File: src/rtl/fifo_pkg.sv
// Shared definitions for the parametrised synchronous FIFO: read-mode constants,
// a constant-foldable clog2 and the parameter legality check.
package fifo_pkg;

   localparam int unsigned FIFO_MODE_STD  = 0;
   localparam int unsigned FIFO_MODE_FWFT = 1;

   function automatic int unsigned clog2(input int unsigned value);
      int unsigned result;
      result = 0;
      for (int unsigned i = 0; i < 32; i++) begin
         if (value > (32'd1 << i)) result = i + 1;
      end
      return result;
   endfunction

   function automatic bit is_pow2(input int unsigned value);
      return (value != 0) && ((value & (value - 1)) == 0);
   endfunction

   function automatic bit params_legal(input int unsigned data_w,
                                       input int unsigned depth,
                                       input int unsigned fwft,
                                       input int unsigned af_thresh,
                                       input int unsigned ae_thresh);
      return (data_w >= 1) && (depth >= 2) && is_pow2(depth) &&
             (fwft <= FIFO_MODE_FWFT) &&
             (af_thresh >= 1) && (af_thresh <= depth) &&
             (ae_thresh <= depth - 1);
   endfunction

endpackage

File: src/rtl/fifo_mem.sv
// FIFO storage: DATA_W x DEPTH register array, synchronous write, asynchronous read.
// Contents are deliberately not reset.
module fifo_mem
   import fifo_pkg::*;
#(
   parameter int unsigned DATA_W = 32,
   parameter int unsigned DEPTH  = 16
) (
   input  logic                      clk,
   input  logic                      we,
   input  logic [clog2(DEPTH)-1:0]   waddr,
   input  logic [DATA_W-1:0]         wdata,
   input  logic [clog2(DEPTH)-1:0]   raddr,
   output logic [DATA_W-1:0]         rdata
);

   logic [DATA_W-1:0] mem [DEPTH];

   always_ff @(posedge clk) begin
      if (we) mem[waddr] <= wdata;
   end

   assign rdata = mem[raddr];

endmodule

File: src/rtl/sync_fifo_param.sv
// Single-clock FIFO with standard or first-word-fall-through read, occupancy count,
// programmable almost-full/almost-empty and sticky overflow/underflow flags.
module sync_fifo_param
   import fifo_pkg::*;
#(
   parameter int unsigned DATA_W    = 32,
   parameter int unsigned DEPTH     = 16,
   parameter int unsigned FWFT      = FIFO_MODE_STD,
   parameter int unsigned AF_THRESH = DEPTH - 2,
   parameter int unsigned AE_THRESH = 2
) (
   input  logic                    clk,
   input  logic                    rst,
   input  logic [DATA_W-1:0]       fifo_in,
   input  logic                    fifo_wreq,
   input  logic                    fifo_rdeq,
   input  logic                    err_clr,
   output logic [DATA_W-1:0]       fifo_out,
   output logic                    fifo_wrfull,
   output logic                    fifo_rdempty,
   output logic                    fifo_almost_full,
   output logic                    fifo_almost_empty,
   output logic [clog2(DEPTH):0]   fifo_count,
   output logic                    fifo_overflow,
   output logic                    fifo_underflow
);

   localparam int unsigned AW       = clog2(DEPTH);
   localparam logic [AW:0] FULL_CNT = (AW + 1)'(DEPTH);
   localparam logic [AW:0] AF_CNT   = (AW + 1)'(AF_THRESH);
   localparam logic [AW:0] AE_CNT   = (AW + 1)'(AE_THRESH);
   localparam logic [AW:0] PTR_ONE  = (AW + 1)'(1);

   if (!params_legal(DATA_W, DEPTH, FWFT, AF_THRESH, AE_THRESH)) begin : g_bad_params
      $error("sync_fifo_param: illegal parameter combination");
   end

   logic [AW:0]       wr_ptr_q, wr_ptr_d;
   logic [AW:0]       rd_ptr_q, rd_ptr_d;
   logic [AW:0]       count_q, count_d;
   logic              ovf_q, ovf_d;
   logic              unf_q, unf_d;
   logic              wr_ok, rd_ok;
   logic [DATA_W-1:0] mem_rdata;

   // Status comes only from registered state, so full/empty gate the access even
   // when the opposite port is accepted in the same cycle.
   assign fifo_wrfull       = (count_q == FULL_CNT);
   assign fifo_rdempty      = (count_q == '0);
   assign fifo_almost_full  = (count_q >= AF_CNT);
   assign fifo_almost_empty = (count_q <= AE_CNT);
   assign fifo_count        = count_q;
   assign fifo_overflow     = ovf_q;
   assign fifo_underflow    = unf_q;

   assign wr_ok = fifo_wreq & ~fifo_wrfull;
   assign rd_ok = fifo_rdeq & ~fifo_rdempty;

   always_comb begin
      wr_ptr_d = wr_ok ? wr_ptr_q + PTR_ONE : wr_ptr_q;
      rd_ptr_d = rd_ok ? rd_ptr_q + PTR_ONE : rd_ptr_q;
      count_d  = wr_ptr_d - rd_ptr_d;
      // A new error in the same cycle as err_clr must not be lost.
      ovf_d    = (fifo_wreq & fifo_wrfull) | (ovf_q & ~err_clr);
      unf_d    = (fifo_rdeq & fifo_rdempty) | (unf_q & ~err_clr);
   end

   always_ff @(posedge clk or posedge rst) begin
      if (rst) begin
         wr_ptr_q <= '0;
         rd_ptr_q <= '0;
         count_q  <= '0;
         ovf_q    <= 1'b0;
         unf_q    <= 1'b0;
      end else begin
         wr_ptr_q <= wr_ptr_d;
         rd_ptr_q <= rd_ptr_d;
         count_q  <= count_d;
         ovf_q    <= ovf_d;
         unf_q    <= unf_d;
      end
   end

   fifo_mem #(
      .DATA_W (DATA_W),
      .DEPTH  (DEPTH)
   ) u_mem (
      .clk   (clk),
      .we    (wr_ok),
      .waddr (wr_ptr_q[AW-1:0]),
      .wdata (fifo_in),
      .raddr (rd_ptr_q[AW-1:0]),
      .rdata (mem_rdata)
   );

   if (FWFT == FIFO_MODE_FWFT) begin : g_fwft
      assign fifo_out = fifo_rdempty ? '0 : mem_rdata;
   end else begin : g_std
      logic [DATA_W-1:0] dout_q;

      always_ff @(posedge clk or posedge rst) begin
         if (rst) begin
            dout_q <= '0;
         end else if (rd_ok) begin
            dout_q <= mem_rdata;
         end
      end

      assign fifo_out = dout_q;
   end

endmodule

File: config.mk
export PLATFORM = sky130hd
export DESIGN_NAME = sync_fifo_param
export DESIGN_NICKNAME = d
export VERILOG_FILES = /design/src/rtl/fifo_pkg.sv /design/src/rtl/fifo_mem.sv /design/src/rtl/sync_fifo_param.sv
export SDC_FILE = /design/constraint.sdc
export NUM_CORES = 1
export LEC_CHECK = 0
export ABC_CLOCK_PERIOD_IN_PS = 4000
export BUFFER_PORTS_ARGS = -buffer_cell sky130_fd_sc_hd__buf_2
export CORE_MARGIN = 2
export CORE_UTILIZATION = 58
export CTS_BUF_LIST = sky130_fd_sc_hd__clkbuf_8
export DETAILED_ROUTE_END_ITERATION = 8
export HOLD_SLACK_MARGIN = 0.15
export PLACE_DENSITY = 0.89
export SYNTH_ARGS = -nofsm -noshare
export SYNTH_HDL_FRONTEND = slang
export SYNTH_SLANG_ARGS = --single-unit
File: constraint.sdc
create_clock -name clk -period 4 [get_ports clk]
set_input_delay 0.4 -clock clk [delete_from_list [all_inputs] [get_ports clk]]
set_output_delay 0.4 -clock clk [all_outputs]
set_load 0.02 [all_outputs]
==> impl_summary.txt <==
----------------------------------------------------
[GRT]
  Gr ovfl total ... 0
  Largest net degree at the start of global routing ... 80
  Initial antenna violation count ... 2
  Via count of the first global-routing pass ... 11733
  Global-route total usage across every layer ... 27.0%
  Wire length of the first global-routing pass ... about 75000 µm

[Final layout]
  Final instance area ... approximately 25000 µm²
  Final Net Count ... 1179
  Share of layout cells above drive strength 1 ... ~32%
  Most common cell after layout, fill and taps aside ... sky130_fd_sc_hd__edfxtp_1
  Area growth syn-to-layout ... 13.9%
  Highest-count cells in the layout ignoring fill and taps ... 512 x sky130_fd_sc_hd__edfxtp_1, 113 x sky130_fd_sc_hd__mux4_2, 100 x sky130_fd_sc_hd__clkbuf_8
  Area taken by multi-input logic gates ... 4710 µm²
  Register area ... 16600 µm²
  Non-filler instance count after layout ... 1671
  Total of fill cells in the finished design ... between 2000 and 2500

[Clocking]
  Clock Root Buffer ... sky130_fd_sc_hd__clkbuf_8
  Count of cells resized by post-cts repair ... 0
  Clock edge transition at the registers on the reported setup and hold paths ... 70 ps
  Worst-case clock buffer depth ... 3
  Latest clock arrival within the worst-skew pair ... 620 ps
  Hold-fix buffer count after cts ... 22
  CTS Sinks ... 561
  Clock tree from TritonCTS ... done
  Number of CTS-inserted buffers ... 83
  CTS H-tree lvls ... 3
  Setup bufs post-CTS ... 0

[Synth]
  Avg Cell Area, Syn ... 22.5 µm²
  Number of flops mapped to enable cells by yosys ... roughly 510
  Fraction of post-synthesis cell area in the top cell type by area ... 71.2%
  Fraction of registers with async set or reset after synthesis ... 8.73%
  Gate count after technology mapping ... 960
  Number of unique standard cell types used by synthesis ... between 40 and 50
  Leading cell types by total area after synthesis ... sky130_fd_sc_hd__edfxtp_1 71%, sky130_fd_sc_hd__mux4_2 12%, sky130_fd_sc_hd__dfrtp_1 5.7%
  Flip-flop and latch count after synthesis ... 561
  Most area-hungry cell type in the Yosys netlist ... sky130_fd_sc_hd__edfxtp_1
  Part of the Yosys area used for sequential elements ... around three quarters
  Post-Synthesis Net Count ... approximately 1000
  Most common flop cell mapped by yosys ... sky130_fd_sc_hd__edfxtp_1
  Netlist Area Pre-Place ... 21600 µm²
  Number of warning messages in the yosys log ... 0

[STA]
  Setup Total Neg Slack ... 0 ps
  Pins Over Slew Limit ... 0
  Setup slack of the critical path after layout ... between 700 and 800 ps
  Worst slew pin tran ... between 1000 and 1500 ps
  Final hold violations ... 0
  Maximum achievable frequency ... 308 MHz
  Final worst-path cycle share ... around four fifths
  Unrepaired setup endpoints after global routing ... false
  Largest clock skew in the final design ... 44.7 ps
  Relative slew margins ... 27.4%
  Shortest clock period the worst path allows after layout ... ~3300 ps
  Setup violators final ... 0

[Route]
  Initial detailed-routing violation count ... 1424
  TritonRoute pass-1 iters ... 5
  Remaining routing DRC violations ... 0
  Remaining number of nets flagged by the antenna check after routing ... 0
  Via count normalized by instance count ... 6.76
  Via count ... 11304
  Average detailed-routed wire length per instance ... 30.4 µm
  Post-detailed-routing wire length ... 50700 µm

[Die]
  Width of the die ... 197 µm
  Die ar. ... 38800 µm²
  Boundary Pins ... 80
  Initial standard-cell utilization of the core ... about three fifths
  Height of the chip ... roughly 200 µm
  Number of placement rows ... 70
  Floorplan Core Area ... between 30000 and 40000 µm²

[Worst setup path]
  Worst path arrival time ... between 3000 and 4000 ps
  Setup crit end kind ... flip-flop
  Critical Path Source Type ... flip-flop
  Required arrival time at the worst endpoint ... 4490 ps
  Startpoint-to-endpoint class of the critical path ... reg -> reg
  CP max FO ... 15

[Min path]
  Class of the most critical hold timing path ... in -> reg

[Pwr]
  Sequential fraction of design power ... between 40 and 50%
  P_int ... 0.0120 W
  Maximum vdd ir drop ... around 0.00043 V
  Combinational group share of total power ... ~30%
  Power per cell area ... roughly 720 nW/µm²
  P_leak ... 8.45 nW
  Power share of the clock group ... 26.2%
  Switching share of total power ... 31.7%
  Switching power of the nets ... approximately 0.0056 W

[Place]
  Placement-stage worst setup slack ... 785 ps
  Weighted congestion reported at the end of routability-driven placement ... 0.791
  Count of input and output buffers ... slightly below 80
  Placed Cells incl. Taps ... 1494
  Cell Area, Placed ... 22700 µm²
  Placed wire-length estimate after detailed placement ... 25700 µm

[Outcome]
  Status ... finished clean

[Run]
  Number of maximum-capacitance violations ... 0

----------------------------------------------------
[power groups by stage]
stage,clock [W],sequential [W],combinational (W)
5_1_grt,0.00490,0.00779,0.00553
6_report,0.00462,0.00774,0.00526
2_1_floorplan,0,0.00777,0.00364
4_1_cts,0.00465,0.00773,0.00526
3_3_place_gp,0,0.00776,0.00488
3_5_place_dp,0,0.00782,0.00509
[cells by family (layout without fill, tap and decap cells)]
| logic type | Yosys count | count (layout) | share of synthesized area [%] |
|---|---|---|---|
| other | 0 | 1 | 0 |
| flip-flops | 561 | 561 | 76.8 |
| multiplexers | 179 | 179 | 16.2 |
| AND/OR/NAND/NOR | 44 | 44 | 0.956 |
| AO/OA/AOI/OAI | 90 | 90 | 3.01 |
| buffers and inverters | 66 | 308 | 1.91 |
| XOR/XNOR | 10 | 10 | 0.475 |
| adder cells (fa/ha/maj) | 10 | 10 | 0.602 |
[critical path, cell delays in order (launching register included)]
cell                      delay, ps
sky130_fd_sc_hd__dfrtp_1        430
sky130_fd_sc_hd__or3_4          450
sky130_fd_sc_hd__o21ai_4        640
sky130_fd_sc_hd__mux2i_1        330
sky130_fd_sc_hd__inv_1          110
sky130_fd_sc_hd__fa_1           470
sky130_fd_sc_hd__o311a_1        370
sky130_fd_sc_hd__xor3_1         360
[synth_stat cells, types with 2 or more instances]
cell type and count:
sky130_fd_sc_hd__xnor2_1 8, sky130_fd_sc_hd__o22ai_1 15, sky130_fd_sc_hd__o21ai_0 15, sky130_fd_sc_hd__buf_4 3, sky130_fd_sc_hd__nor3_1 6, sky130_fd_sc_hd__or3_1 2
sky130_fd_sc_hd__clkbuf_1 16, sky130_fd_sc_hd__mux2i_1 32, sky130_fd_sc_hd__a211oi_1 18, sky130_fd_sc_hd__nand2_1 11, sky130_fd_sc_hd__ha_1 8, sky130_fd_sc_hd__a21o_1 16
sky130_fd_sc_hd__edfxtp_1 512, sky130_fd_sc_hd__mux2_2 17, sky130_fd_sc_hd__buf_6 18, sky130_fd_sc_hd__buf_2 10, sky130_fd_sc_hd__a22o_1 2, sky130_fd_sc_hd__nor2_1 15
sky130_fd_sc_hd__mux4_1 17, sky130_fd_sc_hd__inv_1 17, sky130_fd_sc_hd__mux4_2 113, sky130_fd_sc_hd__o221ai_1 15, sky130_fd_sc_hd__nand2b_1 4, sky130_fd_sc_hd__dfrtp_1 49
[layout make-up]
type	count	area share, %
Antenna cell	1	0.0102
Clock inverter	54	1.23
Timing Repair Buffer	137	3.90
Multi-Input combinational cell	333	19.1
Sequential cell	561	67.5
Clock buffer	100	5.59
Inverter	17	0.259
Tap cell	468	2.38
[metal layers]
metal | wire (µm) | up-vias | track usage [%]
met4 | 1860 | 2 | 12.8
met1 | 18000 | 5795 | 35.3
met5 | 11 | - | 0
met2 | 25400 | 943 | 43.7
li1 | - | 4418 | -
met3 | 5450 | 146 | 6.37
[per-stage QoR]
step	total power [W]	utilization (%)	hold slack (ps)
after floorplan	0.0114	-	444
after global placement	0.0126	62.0	460
after detailed placement	0.0129	62.0	462
after CTS	0.0176	67.2	151
after global routing	0.0182	67.2	164
final	0.0176	67.2	173
[flip-flops by register name, summed over array words and instances, names as in the netlist]
signal,flops
fifo_count,5
fifo_out,32
fifo_overflow,1
fifo_underflow,1
rd_ptr_q,5
u_mem.mem,512
wr_ptr_q,5
[final timing paths]
| path | start | end | slack (ps) | cells after the start |
|---|---|---|---|---|
| worst max-delay path | fifo_count[2] | fifo_count[4] | 750 | 7 |
| worst min-delay path | fifo_in[17] | u_mem.mem[8][17] | 170 | 1 |
| worst max register to register | fifo_count[2] | fifo_count[4] | 750 | 7 |
| worst min register to register | fifo_out[22] | fifo_out[22] | 470 | 1 |
| max in group asynchronous | rst | fifo_out[1] | 2610 | 4 |
| min in group asynchronous | rst | rd_ptr_q[0] | 590 | 3 |
No activity file was read; power rests on OpenSTA's default activity.
